**src/rtl/uart_receiver.sv**
```systemverilog
// uart_receiver
//   UART receive stage. Oversamples the serial line with a 16x tick and
//   recovers 1 start bit, 8 data bits (MSB first), an optional even-parity
//   bit and 1 stop bit. Each good byte is delivered with a one-cycle valid
//   pulse. Malformed frames raise a one-cycle error pulse instead.
//
//   Compile-time option:
//     UART_RX_PARITY_EN  when defined, an even-parity bit is expected between
//                        the data and the stop bit and parity_err is active.
//                        When undefined, the frame is 10 bits and parity_err
//                        is tied low.
//
// Ports
//   clk         in   1  system clock, rising edge
//   rst         in   1  synchronous active-low reset
//   rx_tick     in   1  one-clk pulse at 16x the bit rate
//   rx_in       in   1  serial line, idle high, asynchronous
//   RX_BYTE     out  8  last correctly received byte, held between frames
//   RX_VALID    out  1  one-clk pulse when RX_BYTE is updated
//   RX_BUSSY    out  1  high while a frame is being received
//   frame_err   out  1  one-clk pulse when the stop bit samples low
//   parity_err  out  1  one-clk pulse on parity mismatch (0 without parity)

module uart_receiver (
   input  logic       clk,
   input  logic       rst,
   input  logic       rx_tick,
   input  logic       rx_in,
   output logic [7:0] RX_BYTE,
   output logic       RX_VALID,
   output logic       RX_BUSSY,
   output logic       frame_err,
   output logic       parity_err
);

   typedef enum logic [2:0] {
      ST_IDLE   = 3'd0,
      ST_START  = 3'd1,
      ST_DATA   = 3'd2,
      ST_PARITY = 3'd3,
      ST_STOP   = 3'd4
   } state_t;

   state_t     state_r, state_s;
   logic       sync1_r, sync2_r, prev_r;
   logic       fall_s;
   logic       tick_mid_s, tick_end_s;
   logic [3:0] cnt_r, cnt_s, cnt_inc_s;
   logic [2:0] bitn_r, bitn_s;
   logic [7:0] sh_r, sh_s;
   logic [7:0] byte_r, byte_s;
   logic       valid_r, valid_s;
   logic       busy_r;
   logic       ferr_r, ferr_s;

`ifdef UART_RX_PARITY_EN
   logic       perr_r, perr_s;
   logic       perr_pulse_r, perr_pulse_s;

   // Even parity: the expected parity bit makes the total count of ones even.
   function automatic logic even_parity(input logic [7:0] data);
      return ^data;
   endfunction
`endif

   // A falling edge of the synchronised line is the only thing that starts a
   // frame; a line that simply stays low never retriggers.
   assign fall_s     = prev_r & ~sync2_r;
   assign tick_mid_s = rx_tick & (cnt_r == 4'd7);
   assign tick_end_s = rx_tick & (cnt_r == 4'd15);
   assign cnt_inc_s  = rx_tick ? (cnt_r + 4'd1) : cnt_r;

   // Next-state and datapath decisions for the receive FSM.
   always_comb begin
      state_s = state_r;
      bitn_s  = bitn_r;
      sh_s    = sh_r;
      byte_s  = byte_r;
      valid_s = 1'b0;
      ferr_s  = 1'b0;
`ifdef UART_RX_PARITY_EN
      perr_s       = perr_r;
      perr_pulse_s = 1'b0;
`endif
      case (state_r)
         ST_IDLE: begin
            if (fall_s) begin
               state_s = ST_START;
`ifdef UART_RX_PARITY_EN
               perr_s  = 1'b0;
`endif
            end else begin
               state_s = ST_IDLE;
            end
         end
         ST_START: begin
            // Mid-start-bit check rejects short low glitches.
            if (tick_mid_s) begin
               if (sync2_r) begin
                  state_s = ST_IDLE;
               end else begin
                  state_s = ST_DATA;
                  bitn_s  = 3'd0;
               end
            end else begin
               state_s = ST_START;
            end
         end
         ST_DATA: begin
            if (tick_end_s) begin
               sh_s   = {sh_r[6:0], sync2_r};
               bitn_s = bitn_r + 3'd1;
               if (bitn_r == 3'd7) begin
`ifdef UART_RX_PARITY_EN
                  state_s = ST_PARITY;
`else
                  state_s = ST_STOP;
`endif
               end else begin
                  state_s = ST_DATA;
               end
            end else begin
               state_s = ST_DATA;
            end
         end
`ifdef UART_RX_PARITY_EN
         ST_PARITY: begin
            if (tick_end_s) begin
               perr_s  = perr_r | (sync2_r != even_parity(sh_r));
               state_s = ST_STOP;
            end else begin
               state_s = ST_PARITY;
            end
         end
`endif
         ST_STOP: begin
            if (tick_end_s) begin
               state_s = ST_IDLE;
               // A low stop bit outranks a parity error: only one flag per frame.
               if (!sync2_r) begin
                  ferr_s = 1'b1;
`ifdef UART_RX_PARITY_EN
               end else if (perr_r) begin
                  perr_pulse_s = 1'b1;
`endif
               end else begin
                  byte_s  = sh_r;
                  valid_s = 1'b1;
               end
            end else begin
               state_s = ST_STOP;
            end
         end
         default: begin
            state_s = ST_IDLE;
         end
      endcase

      // The tick counter restarts on every state change.
      if (state_s != state_r) begin
         cnt_s = 4'd0;
      end else begin
         cnt_s = cnt_inc_s;
      end
   end

   // State, synchroniser and registered outputs.
   always_ff @(posedge clk) begin
      if (!rst) begin
         state_r <= ST_IDLE;
         sync1_r <= 1'b1;
         sync2_r <= 1'b1;
         prev_r  <= 1'b1;
         cnt_r   <= 4'd0;
         bitn_r  <= 3'd0;
         sh_r    <= 8'd0;
         byte_r  <= 8'd0;
         valid_r <= 1'b0;
         busy_r  <= 1'b0;
         ferr_r  <= 1'b0;
`ifdef UART_RX_PARITY_EN
         perr_r       <= 1'b0;
         perr_pulse_r <= 1'b0;
`endif
      end else begin
         state_r <= state_s;
         sync1_r <= rx_in;
         sync2_r <= sync1_r;
         prev_r  <= sync2_r;
         cnt_r   <= cnt_s;
         bitn_r  <= bitn_s;
         sh_r    <= sh_s;
         byte_r  <= byte_s;
         valid_r <= valid_s;
         busy_r  <= (state_s != ST_IDLE);
         ferr_r  <= ferr_s;
`ifdef UART_RX_PARITY_EN
         perr_r       <= perr_s;
         perr_pulse_r <= perr_pulse_s;
`endif
      end
   end

   assign RX_BYTE   = byte_r;
   assign RX_VALID  = valid_r;
   assign RX_BUSSY  = busy_r;
   assign frame_err = ferr_r;
`ifdef UART_RX_PARITY_EN
   assign parity_err = perr_pulse_r;
`else
   assign parity_err = 1'b0;
`endif

endmodule

```
**config.mk**
```make
export PLATFORM = sky130hd
export DESIGN_NAME = uart_receiver
export DESIGN_NICKNAME = d
export VERILOG_FILES = /design/src/rtl/uart_receiver.sv
export SDC_FILE = /design/constraint.sdc
export NUM_CORES = 1
export LEC_CHECK = 0
export CORE_MARGIN = 8
export CORE_UTILIZATION = 48
export CTS_CLUSTER_DIAMETER = 120
export DETAILED_ROUTE_END_ITERATION = 6
export PLACE_DENSITY = 0.8
export SYNTH_ARGS = -nofsm -noshare
export SYNTH_HDL_FRONTEND = slang
export SYNTH_SLANG_ARGS = --single-unit
```
**constraint.sdc**
```tcl
create_clock -name clk -period 2 [get_ports clk]
set_clock_uncertainty 0.15 [all_clocks]
set_input_delay 0.5 -clock clk [delete_from_list [all_inputs] [get_ports clk]]
set_output_delay 0.5 -clock clk [all_outputs]
set_load 0.01 [all_outputs]
```
==> metrics.csv <==
stage,metric,value,unit
outcome,status,completed,
placed_design,gp_congestion,0.822,
cts,clock-sinks,32,
yosys,synth.largest_area_cell,dfxtp_1,
power_and_ir_drop,sw_frac_of_total,21.5,%
route,drt-total-wl,2490,um
grt,grtUsageTotal,10.8,%
route,vias,1014,
cts,cts_setup_buffers,0,
yosys,synth.top_cell.area_share,47.1,%
min_path,hold_depth,1,
yosys,ys_ff_latch,32,
cts,clk_pin_slew,100,ps
min_path,min_path_type,reg -> reg,
cts,hold_buffers,0,
cts,cts-htree-levels,2,
placed_design,dpl_cell_area,1540,um2
worst_setup_path,r2r_end,RX_BUSSY,
min_path,hold_start,sync1_r,
worst_setup_path,slowest_delay,540,ps
power_and_ir_drop,power.internal,0.932,mW
route,top_layer,met4,
yosys,ys.flop_type,dfxtp_1,
power_and_ir_drop,seqPwrFrac,55.1,%
yosys,syn_nets,142,
route,wl_met1,1060,um
yosys,syn_area,1360,um2
worst_setup_path,crit_slowest_cell,clkdlybuf4s50_1,
worst_setup_path,critPathLaunchType,register,
worst_setup_path,r2r_cells,5,
grt,grt_pass1_vias,999,
yosys,synth_area_leaders,"dfxtp_1, mux2i_1, nor2_1, buf_4, ha_1",
timing,min_period,1870,ps
final_layout,area_growth,19.5,%
worst_setup_path,cp_num_buf_inv,1,
timing,grt_setup_unrepaired,false,
cts,max-clock-path-buffers,2,
timing,finalHoldViolCount,0,
cts,cts-root-buf,clkbuf_4,
final_layout,drive_above_1_share,17.7,%
final_layout,postLayoutCellArea,1620,um2
power_and_ir_drop,power_frac_comb,4.3,%
route,drcViolationCount,0,
yosys,synth_edf_count,0,
route,dr.pass1.iters,4,
yosys,yosysWarnings,0,
cts,clk_latency,330,ps
worst_setup_path,critical_path_required,1350,ps
worst_setup_path,crit_family,buffers and inverters,
grt,grt_pass1_wl,4310,um
power_and_ir_drop,p_clk_share,40.6,%
timing,holdWs,264,ps
route,ant_nets,0,
placed_design,dpl.hpwl,1810,um
grt,grt_max_degree,18,
route,wl_met2,1210,um
yosys,syn_avg_cell_area,10.1,um2
power_and_ir_drop,irDropWorstVdd,0.000852,V
power_and_ir_drop,p_leak,0.741,nW
worst_setup_path,ff2ff_setup_slack,140,ps
worst_setup_path,worstReg2RegStart,cnt_r[0],
yosys,synthTopCellsByCount,"dfxtp_1, nor2_1, mux2i_1, nand2_1, buf_4",
yosys,synth_cells,135,
power_and_ir_drop,power_density,731,nW/um2
timing,timing.final.max_slew_violations,0,
grt,antenna_found_initial,0,
floorplan,die_h,69.2,um
floorplan,initial_core_util,49.7,%
route,route.met3.wl,165,um
yosys,synth_mux_area_share,14.7,%
power_and_ir_drop,p_switching,0.255,mW
timing,fin_setup_tns,0,ps
flow_run,drv_cap,0,
cts,cts_inserted_buffers,5,
worst_setup_path,crit_type,reg -> out,
grt,overflow,0,
yosys,synth-simple-area-share,21.0,%
floorplan,core_area,2730,um2
route,wl_per_cell,13.2,um
worst_setup_path,path_max_fanout,2,
min_path,min_to,sync2_r,
final_layout,diodes,0,
yosys,async_flop_share,0,%
yosys,yosysMostFrequentCell,dfxtp_1,
cts,cts_resized,0,
yosys,ys_seq_area_share,47.1,%
floorplan,ioPinCount,16,
timing,fin_crit_sh,93.4,%
yosys,synth-xor-area-share,1.29,%
route,vias_per_cell,5.37,
worst_setup_path,cp_cell_sequence,clkdlybuf4s50_1,
timing,clock.fmax,535,MHz
route,drt_iter0_markers,47,
yosys,ys_types,39,
floorplan,num_rows,19,
floorplan,die_w,69.2,um
cts,cts_tree,built,
yosys,synth_top_family_by_area,simple AND/OR/NAND/NOR gates,
floorplan,die_area,4790,um2
timing,finalSetupViolCount,0,
final_layout,nets,164,
worst_setup_path,cp-end-kind,output pin,
yosys,synth_fa_ha_area_share,2.76,%
power_and_ir_drop,finalPower,1.19,mW
worst_setup_path,cp.arrival,1220,ps
placed_design,io_buffers,14,
yosys,synth_compound_area_share,6.91,%
-- placed cells by master (no fill, tap or decap), types with 2 or more instances in the layout --
cell,netlist,final
and3_2,2,2
buf_4,5,10
clkbuf_4,0,5
clkdlybuf4s50_1,0,14
dfxtp_1,32,32
ha_1,3,3
inv_1,2,2
mux2i_1,20,20
nand2_1,8,8
nand2b_1,3,3
nand4_1,2,2
nor2_1,24,24
nor3_1,2,2
o21ai_0,3,3
or2b_2,2,2
-- routing by layer --
layer	track usage [%]	vias to the layer above
li1	-	508
met1	11.3	473
met2	17.2	26
met3	5.01	7
met4	6.61	0
met5	0	-
-- state kept, by name, indices dropped and copies added (netlist names) --
signal,count
RX_BUSSY,1
RX_BYTE,8
RX_VALID,1
bitn_r,3
cnt_r,4
frame_err,1
prev_r,1
sh_r,8
state_r,3
sync1_r,1
sync2_r,1
-- worst max-delay path by stage --
stage / slack, ps / endpoint / depth (start not counted) / from
2_1_floorplan: 260 / RX_BUSSY / 6 / rx_tick
3_3_place_gp: -160 / RX_BUSSY / 5 / rx_tick
3_5_place_dp: -190 / RX_BUSSY / 5 / rx_tick
4_1_cts: 110 / RX_BYTE[4] / 1 / RX_BYTE[4]
5_1_grt: 50 / RX_BYTE[0] / 1 / RX_BYTE[0]
6_report: 130 / RX_BYTE[4] / 1 / RX_BYTE[4]
-- power groups by stage --
stage	sequential, mW	clock [mW]	combinational, mW
6_report	0.654	0.482	0.0511
5_1_grt	0.655	0.522	0.0586
3_3_place_gp	0.668	0	0.0494
3_5_place_dp	0.668	0	0.0509
2_1_floorplan	0.665	0	0.0364
4_1_cts	0.654	0.499	0.0513
-- area by class of cell --
type / instances / area [um2]
fillers: 228 / 1110
flip-flops and latches: 32 / 641
multi-input cells: 91 / 638
repair buffers: 24 / 215
clock inverters: 3 / 42.5
well taps: 31 / 38.8
clock buffers: 5 / 37.5
inverters: 3 / 11.3
-- metrics by stage --
stage | setup slack, ps | util [%] | std cells
2_1_floorplan | 256 | - | 135
3_3_place_gp | -161 | 56.5 | 181
3_5_place_dp | -193 | 56.5 | 181
4_1_cts | 109 | 59.4 | 189
5_1_grt | 49.7 | 59.4 | 189
6_report | 132 | 59.4 | 189
-- cell families (layout without fill, tap and decap cells) --
group / count (synthesis) / after routing
flip-flops: 32 / 32
AO/OA/AOI/OAI: 12 / 12
other: 1 / 1
XOR/XNOR: 2 / 2
AND/OR/NAND/NOR: 53 / 53
adder cells (fa/ha/maj): 3 / 3
buffers and inverters: 12 / 35
multiplexers: 20 / 20
No activity file was read; power rests on OpenSTA's default activity.
